<file path="src/rtl/few_shot_bias_controller.sv">
// Sequences the squared-log2 accumulator to produce one few-shot class bias:
// clear, stream the class's weight rows, then write the bias at the class index.
module few_shot_bias_controller #(
    parameter  int NUM_CLASSES    = 16,
    parameter  int MAX_ROWS       = 64,
    parameter  int BIAS_BIT_WIDTH = 14,
    localparam int CLASS_W        = $clog2(NUM_CLASSES),
    localparam int ROW_W          = $clog2(MAX_ROWS)
) (
    input  logic                             clk,
    input  logic                             rst,
    input  logic                             start,
    input  logic                             abort,
    input  logic [CLASS_W-1:0]               class_idx,
    input  logic [ROW_W:0]                   num_rows,
    input  logic                             mode_4x4,
    output logic                             busy,
    output logic                             done,
    output logic                             acc_clear,
    output logic                             acc_enable,
    output logic                             acc_4x4_mode,
    input  logic signed [BIAS_BIT_WIDTH-1:0] acc_out,
    output logic                             weight_rd_en,
    output logic [CLASS_W+ROW_W-1:0]         weight_rd_addr,
    output logic                             bias_wr_en,
    output logic [CLASS_W-1:0]               bias_wr_addr,
    output logic [BIAS_BIT_WIDTH-1:0]        bias_wr_data
);

    typedef enum logic [2:0] {
        IDLE,
        CLEAR,
        READ,
        DRAIN,
        WRITE
    } state_t;

    localparam logic [ROW_W:0]   ROWS_MAX = (ROW_W + 1)'(MAX_ROWS);
    localparam logic [ROW_W:0]   ONE_R    = (ROW_W + 1)'(1);
    localparam logic [ROW_W-1:0] ONE_C    = ROW_W'(1);

    state_t               state_q;
    logic [ROW_W-1:0]     row_cnt_q;
    logic [CLASS_W-1:0]   class_idx_q;
    logic [ROW_W:0]       rows_q;
    logic                 mode_q;
    logic                 busy_q;
    logic                 done_q;
    logic                 acc_clear_q;
    logic                 acc_enable_q;
    logic                 rd_en_q;
    logic                 wr_en_q;

    logic [ROW_W:0]       rows_d;
    logic                 last_row;

    assign rows_d   = (num_rows > ROWS_MAX) ? ROWS_MAX : num_rows;
    assign last_row = ({1'b0, row_cnt_q} == (rows_q - ONE_R));

    always_ff @(posedge clk) begin
        if (rst) begin
            state_q      <= IDLE;
            row_cnt_q    <= '0;
            class_idx_q  <= '0;
            rows_q       <= '0;
            mode_q       <= 1'b0;
            busy_q       <= 1'b0;
            done_q       <= 1'b0;
            acc_clear_q  <= 1'b0;
            acc_enable_q <= 1'b0;
            rd_en_q      <= 1'b0;
            wr_en_q      <= 1'b0;
        end else begin
            done_q       <= 1'b0;
            acc_clear_q  <= 1'b0;
            acc_enable_q <= 1'b0;
            wr_en_q      <= 1'b0;
            unique case (state_q)
                IDLE: begin
                    if (start) begin
                        state_q     <= CLEAR;
                        class_idx_q <= class_idx;
                        rows_q      <= rows_d;
                        mode_q      <= mode_4x4;
                        row_cnt_q   <= '0;
                        busy_q      <= 1'b1;
                        acc_clear_q <= 1'b1;
                    end
                end
                CLEAR: begin
                    if (abort) begin
                        state_q <= IDLE;
                        busy_q  <= 1'b0;
                    end else if (rows_q == '0) begin
                        state_q <= WRITE;
                        wr_en_q <= 1'b1;
                        done_q  <= 1'b1;
                    end else begin
                        state_q <= READ;
                        rd_en_q <= 1'b1;
                    end
                end
                READ: begin
                    if (abort) begin
                        state_q <= IDLE;
                        busy_q  <= 1'b0;
                        rd_en_q <= 1'b0;
                    end else begin
                        // read data lands one cycle after the strobe
                        acc_enable_q <= rd_en_q;
                        if (last_row) begin
                            state_q <= DRAIN;
                            rd_en_q <= 1'b0;
                        end else begin
                            row_cnt_q <= row_cnt_q + ONE_C;
                        end
                    end
                end
                DRAIN: begin
                    if (abort) begin
                        state_q <= IDLE;
                        busy_q  <= 1'b0;
                    end else begin
                        state_q <= WRITE;
                        wr_en_q <= 1'b1;
                        done_q  <= 1'b1;
                    end
                end
                WRITE: begin
                    state_q <= IDLE;
                    busy_q  <= 1'b0;
                end
                default: begin
                    state_q <= IDLE;
                    busy_q  <= 1'b0;
                    rd_en_q <= 1'b0;
                end
            endcase
        end
    end

    assign busy           = busy_q;
    assign done           = done_q;
    assign acc_clear      = acc_clear_q;
    assign acc_enable     = acc_enable_q;
    assign acc_4x4_mode   = mode_q;
    assign weight_rd_en   = rd_en_q;
    assign weight_rd_addr = {class_idx_q, row_cnt_q};
    assign bias_wr_en     = wr_en_q;
    assign bias_wr_addr   = class_idx_q;
    assign bias_wr_data   = wr_en_q ? acc_out : '0;

    a_clear_single: assert property (
        @(posedge clk) disable iff (rst) acc_clear |=> !acc_clear);
    a_enable_busy: assert property (
        @(posedge clk) disable iff (rst) acc_enable |-> busy);
    a_done_write: assert property (
        @(posedge clk) done == bias_wr_en);

endmodule

</file>
<file path="config.mk">
export PLATFORM = sky130hd
export DESIGN_NAME = few_shot_bias_controller
export DESIGN_NICKNAME = d
export VERILOG_FILES = /design/src/rtl/few_shot_bias_controller.sv
export SDC_FILE = /design/constraint.sdc
export NUM_CORES = 1
export LEC_CHECK = 0
export CAP_MARGIN = 10
export CORE_MARGIN = 2
export CORE_UTILIZATION = 41
export DETAILED_ROUTE_END_ITERATION = 7
export PLACE_DENSITY = 0.79
export SYNTH_ARGS = -nofsm -noshare
export SYNTH_HDL_FRONTEND = slang
export SYNTH_SLANG_ARGS = --single-unit
export TNS_END_PERCENT = 1
</file>
<file path="constraint.sdc">
create_clock -name clk -period 3.25 [get_ports clk]
set_input_delay 0.4875 -clock clk [delete_from_list [all_inputs] [get_ports clk]]
set_output_delay 0.4875 -clock clk [all_outputs]
set_load 0.02 [all_outputs]
</file>
After elaboration in Yosys (flattened, before gate mapping):

Cells that the tools add are included.

* register bits: 26
* bits of input ports: 30

* reduce and logical (&&, ||, !) cells: 12
* order comparisons: 1
* eq/ne operators: 12
* bitwise operators: 3
* multiplexer cells: 26
* add/sub/neg operators: 2

Operators with widths (count)
* 3-bit two-way mux: 6
* 6-bit two-way mux: 3
* 14-bit two-way mux: 1
* 3-bit case mux with 4 select lines: 1
* 6-bit case mux with 2 select lines: 1
* 1-bit two-way mux: 10
* 2-bit != test, second input constant: 5
* 3-bit OR reduction: 3
* 4-bit AND reduction: 2
* 6-bit by 7-bit == test with 1-bit output: 1
* 7-bit greater-than comparator, second input constant: 1
* 7-bit logical NOT: 1
* 7-bit two-way mux: 1
* 7-bit by 1-bit subtractor with 7-bit output, second input constant: 1
* 6-bit by 1-bit adder with 6-bit output, second input constant: 1
* 3-bit by 2-bit == test with 1-bit output, second input constant: 2
* 2-bit AND reduction: 3
* 1-bit case mux with 2 select lines: 2
* 3-bit by 1-bit == test with 1-bit output, second input constant: 1
* 3-bit == test, second input constant: 1
* 3-bit logical NOT: 1
* 3-bit != test, second input constant: 1
* 1-bit NOT: 3
* 1-bit case mux with 3 select lines: 1
* 3 further kinds: 3

Logic depth before layout (Yosys ltp):

* depth in word-level cells: 5
* mapped depth: 9

Worst setup path before layout:

OpenSTA, ideal clock, no wires.

* path type: register -> register
* start point: register rows_q[1]
* end point: register rd_en_q, in the netlist weight_rd_en
* period minus slack after synthesis: 2.260 ns
* slack: 0.990 ns
* arrival time: 2.138 ns
* stages on the path, launching flop included: 10
* data required time: 3.128 ns
* setup time: 0.122 ns
* cells stage by stage: dfxtp_1 -> buf_2 -> inv_1 -> ha_1 -> o21bai_1 -> a2111oi_2 -> a21oi_1 -> a211oi_4 -> nor2b_2 -> a311o_1

* word-level cells in the longest chain between the ends: 4

RTL lines
* start, declared: RTL line 45 `logic [ROW_W:0] rows_q;`
* start signal, assigned: RTL line 83 `rows_q <= rows_d;`
* 7-bit by 1-bit subtractor with 7-bit output: RTL line 58 `assign last_row = ({1'b0, row_cnt_q} == (rows_q - ONE_R));`
* 6-bit by 7-bit == test with 1-bit output: RTL line 58
* 3-bit != test (no line)
* 4-bit AND reduction (no line) *
* end signal, assigned: RTL line 71 `rd_en_q <= 1'b0;`
* end signal, assigned: RTL line 100 `rd_en_q <= 1'b1;`
* end signal, assigned: RTL line 107 `rd_en_q <= 1'b0;`
* end, declared: RTL line 51 `logic rd_en_q;`

Mark *: on every way between the ends. The rest lies on a longest branch, timed or not.
A chain may end at the register's enable or synchronous reset.

Final worst setup path:

* start point: register rows_q[0]
* end point: register rd_en_q, in the netlist weight_rd_en

Same word-level chain as after synthesis.

==> impl_metrics.tcl <==
set metrics [dict create \
    grt_pass1_wl_um 6051 \
    syn_avg_cell_area_sq_um 8.239 \
    fin_worst_skew_ns 0.005185 \
    fp.dieArea_sq_um 4028 \
    worstPathCellList "inv_1 > ha_1 > o21bai_1 > a2111oi_2 > a21oi_1 > a211oi_4 > nor2b_2 > a311o_1" \
    rsz0062_at_grt "no" \
    cts_tree "yes" \
    hp-class "reg2reg" \
    crit_required_ns 3.48 \
    routed_wl_um 3561 \
    area_delta_synth_final_pct 47.63 \
    hold_ws_ns 0.4665 \
    hold_viol 0 \
    place_congestion 0.8087 \
    fmax_mhz 387.1 \
    port_buffers 64 \
    layout.nets 269 \
    synthArstFlopShare 0 \
    path_class "reg2reg" \
    synth_seq_area_share 0.3589 \
    diodes 0 \
    power_mw 0.6867 \
    vias_per_cell 5.043 \
    grt_max_degree 22 \
    boundaryPins 65 \
    synth.net_count 209 \
    critPathMaxStageDelay_ns 0.53 \
    critPathTopFamily "compound AO/OA/AOI/OAI gates" \
    dp_worst_setup_slack_ns 0.7147 \
    first_pass_iters 4 \
    critPathMaxFanout 10 \
    detail-route-antenna-nets 0 \
    finalWorstPathRequiredPeriod_ns 2.583 \
    synth_edf_count 0 \
    cpMaxStageDelayCell "dfxtp_1" \
    final_cell_mix "clkdlybuf4s50_1 (64), dfxtp_1 (26), nand2_1 (23)" \
    dp_cells 277 \
    cts_buffers 3 \
    vdd_drop_max_mv 0.2957 \
    layout.cells.non_filler 281 \
    crit_buf_inv 1 \
    synth.distinct_cells 43 \
    cts_buffer_depth 2 \
    chipHeight_um 63.47 \
    synth_area_sq_um 1450 \
    finalMaxSlewViolations 0 \
    synthCells 176 \
    p_per_area_nw_per_um2 320.8 \
    dpl.hpwl_um 2738 \
    grt_overflow 0 \
    vias 1417 \
    fin_ws_ns 0.6668 \
    final_util 0.6365 \
    mostFrequentLayoutCell "clkdlybuf4s50_1" \
    drt-initial-drc-count 118 \
    rows 21 \
    drive_gt1_frac 0.06383 \
    initial_utilization 0.4312 \
    seq_area_sq_um 520.5 \
    clk_pin_slew_ns 0.14 \
    crit_arrival_ns 2.82 \
    core_sq_um 3363 \
    clk_latency_ns 0.33 \
    leakage_nw 0.8008 \
    period_share 0.7948 \
    multiInputGateArea_sq_um 848.3 \
    fin_setup_tns_ns 0 \
    slew_headroom 0.5241 \
    antenna_found_initial 0 \
    final_area_sq_um 2141 \
    final-setup-viol-count 0 \
    die_w_um 63.47 \
    grt_util_all_layers 0.1853 \
    dpl_cell_area_sq_um 2105 \
    start_kind "flop" \
    ys_ff_latch 26 \
    drc 0 \
    wl_per_cell_um 12.67 \
    ys.flop_type "dfxtp_1" \
    cts_setup_buffers 0 \
    worstMarginPinSlew_ns 0.7122 \
    cts_resized 0 \
    maxCapViolations 0 \
    status "finished, final reports clean" \
    htreeDepth 1 \
    holdBufCountCts 0 \
    cts-root-buf "clkbuf_4" \
    critPathCaptureType "flop" \
    fillers 321 \
    cts_num_sinks 26 \
    yosysWarnings 0 \
    grt_pass1_vias 1266 \
]
==> Yosys cell counts, types with 3 or more instances <==
master    number  area, sq um
ha_1           3        37.54
o21ai_0        6        30.03
a21oi_1       20        100.1
dfxtp_1       26        520.5
nor2b_1        3        18.77
nor3_1         3        15.01
clkbuf_1       5        18.77
nor2_1        11        41.29
nand2_1       23        86.33
xor2_1         3        26.28
nand3b_1       7        52.55
inv_1          4        15.01
nand4_1        3        18.77
or3_1          5        31.28
and2_1        15        93.84
and3_1         3        18.77
buf_4          5        37.54
==> report_power, final <==
part | switching (mW) | total (mW) | internal [mW]
registers | 0.0179 | 0.352 | 0.334
clock network | 0.0979 | 0.167 | 0.0687
logic | 0.0762 | 0.168 | 0.0922
total | 0.192 | 0.687 | 0.495
==> routing by layer <==
| layer | vias up | GRT usage | wire length [um] |
|---|---|---|---|
| met4 | 0 | 0.05707 | 46 |
| li1 | 734 | - | - |
| met1 | 654 | 0.2397 | 1585 |
| met3 | 4 | 0.03214 | 121 |
| met2 | 25 | 0.3132 | 1808 |
| met5 | - | 0 | 0 |
==> kinds of logic (layout without fill, tap and decap cells) <==
family,count (synthesis),after routing,share of synthesized area
simple gates,85,85,0.3305
compound gates,38,38,0.1726
flops,26,26,0.3589
buf+inv,16,75,0.06039
xor+xnor,5,5,0.03020
fa+ha+maj,3,3,0.02589
mux,3,3,0.02157
==> layout make-up <==
type                       instances  share of cell area
clock buffer                       4             0.01695
inverter                           4            0.007013
multi-input combinational        134              0.3963
sequential                        26              0.2431
tap                               46             0.02688
timing repair buffer              67              0.3098
==> flip-flops by register name (all words and copies together), names as in the netlist <==
name	cells
bias_wr_en	1
acc_enable	1
bias_wr_addr	4
weight_rd_en	1
state_q	3
acc_4x4_mode	1
row_cnt_q	6
acc_clear	1
rows_q	7
busy	1
==> worst min-delay path, cell delays in order, from the launching register on <==
cell and delay, ns:
dfxtp_1 0.33, nand2_1 0.05, a21oi_1 0.05
==> path summary, 6_finish.rpt <==
kind,slack [ns],from,end,cells past startpoint
worst max-delay path,0.67,rows_q[0],weight_rd_en,8
worst min-delay path,0.47,acc_4x4_mode,acc_4x4_mode,2
worst max register to register,0.67,rows_q[0],weight_rd_en,8
worst min register to register,0.47,acc_4x4_mode,acc_4x4_mode,2
Note: power is estimated with default switching activity, not from simulation.
==> variant: new RTL, same flow settings <==
Set the parameter `NUM_CLASSES` to 32 (it was 16).
--- a/src/rtl/few_shot_bias_controller.sv
+++ b/src/rtl/few_shot_bias_controller.sv
@@ -3,3 +3,3 @@
 module few_shot_bias_controller #(
-    parameter  int NUM_CLASSES    = 16,
+    parameter  int NUM_CLASSES    = 32,
     parameter  int MAX_ROWS       = 64,
Ports: changed (resized bias_wr_addr, class_idx and weight_rd_addr); port bits go from 65 to 68. No check against the original RTL was run, so the function may have changed too.
==> variant against the unedited design <==
  * Die area increased by 1.9%
  * Wire length fell by 4.7%
  * Design area up 2.0%
  * Power fell by 1.4%
  * Hold slack got worse by 0.0037 ns
  * Sequential cell count rose by 1
  * Largest power group unchanged
  * Worst setup slack gained 0.41 ns
  * Synthesized cell count decreased by 0.57%
  * Critical endpoint is now bias_wr_data[11]
  * Synthesized area is 2.0% higher
==> variant: results (changes against the unedited design) <==
* Worst Path Max Fanout: 16 (+6)
- The mean routed wirelength per cell came to 12.0 microns (-5.3%).
- The worst setup skew after layout came to 0.00641 ns (+0.00122 ns).
- The share of synthesized area occupied by flip-flops and latches is 0.365 (+0.00655).
- The met3 track utilization from global routing was 0.0493 (+0.0172).
* Count of routing violations after the opening detailed-route iteration: 51 (-57%)
- First-pass GRT wire length: 5820 microns (-3.9%)
* Maximum clock insertion buffer count: 2 (unchanged)
- Final Hold Fails: 0 (unchanged)
- The normalized max-slew margin came to 0.654 (+0.130).
* Port Buf Inserts: 67 (+4.7%)
- The arrival time at the worst endpoint was 1.69 ns (-1.13 ns).
- Counting instances in the post-synthesis netlist gives the leading cell types as nand2_1, dfxtp_1, a21oi_1.
* Post-placement worst setup slack: 1.07 ns (+0.356 ns)
- Static leakage: 0.774 nW (-3.3%)
- The detail-routed via count per cell is 4.92 (-2.5%).
- The placement-stage cell area came to 2150 sq um (+2.3%).
- GR Layer Usage met2: 0.289 (-0.0241)
* Number of distinct library cell variants in the gate-level netlist after synthesis: 39 (-9.3%)
* Pin count of the biggest net entering global routing: 18 (-18%)
- The largest vdd supply drop is 0.000256 V (-13%).
* Largest stage delay on the critical path: 0.61 ns (+0.08 ns)
- HPWL after DPL: 2620 microns (-4.4%)
- Area contributors post-synth: dfxtp_1, nand2_1, and2_1, a21oi_1, nand3b_1
- The number of instances resized during post-cts repair is 0 (unchanged).
- The placer congestion estimate is 0.781 (-3.4%).
* Number of placed cells counting well taps: 279 (+0.72%)
- The number of cells produced by synthesis came to 175 (-0.57%).
- The fraction of layout instances using a drive strength above 1 is 0.0675 (+0.00368).
- The global-route track usage on met1 came to 0.230 (-0.0102).
- Standard cell with the maximum stage delay on the critical path: clkdlybuf4s50_1
- Final net count: 272 (+1.1%)
- Run status: finished, final reports clean
- The total routing resource utilization after global routing is 0.177 (-0.00801).
- Vias: 1392 (-1.8%)
- Number of global-route vias before repair: 1276 (+0.79%)
-- variant: cell types whose count changed after synthesis, sizes merged, moves of 3 or more --
cell / delta
nand3: +4
xnor2: +3
a21oi: -4
a21o: +3
nor2b: -4
nand2: +6
o21ai: -7
-- variant: area by class of cell --
type                    count  area, sq um
clock buffers               3         22.5
clock inverters             1         7.51
fillers                   294         1210
inverters                   6         22.5
multi-input cells         130          840
flip-flops and latches     27          541
well taps                  46         57.6
repair buffers             70          693
-- variant: path summary, 6_finish.rpt --
kind           startpoint          endpoint  slack (ns)  depth (start not counted)
min reg2reg  acc_4x4_mode      acc_4x4_mode        0.46                          2
max reg2reg     rows_q[0]      row_cnt_q[0]        1.09                          7
min          acc_4x4_mode      acc_4x4_mode        0.46                          2
max            bias_wr_en  bias_wr_data[11]        1.08                          2
-- variant: kinds of logic (layout without fill, tap and decap cells) --
kind of cell    Yosys count  in the layout  share of synthesized area
buf+inv                  18             80                     0.0668
xor+xnor                  7              7                     0.0415
flops                    27             27                      0.365
compound gates           31             31                      0.162
fa+ha+maj                 3              3                     0.0254
simple gates             84             84                      0.302
mux                       5              5                     0.0372
-- variant: power breakdown --
group	internal [mW]	switching (mW)	total (mW)
logic	0.0887	0.0772	0.166
clock network	0.0473	0.106	0.153
registers	0.344	0.0134	0.358
total	0.480	0.196	0.677
-- variant: worst max-delay path: cells and delay by family, from the launching register on --
family / cells / cell delay [ns]
flops: 1 / 0.56
simple gates: 1 / 0.18
buf+inv: 1 / 0.61
-- variant: routing by layer --
| layer | wire length, microns | vias to the layer above |
|---|---|---|
| met5 | 0 | - |
| met4 | 48 | 0 |
| met3 | 165 | 7 |
| met2 | 1620 | 38 |
| met1 | 1560 | 621 |
| li1 | - | 726 |
-- variant: stage by stage --
stage	power [mW]	util	hold WS, ns
after floorplan	0.456	-	0.456
after global placement	0.530	0.635	0.442
after detailed placement	0.532	0.635	0.449
after CTS	0.686	0.644	0.467
after global routing	0.716	0.644	0.495
final	0.677	0.644	0.463
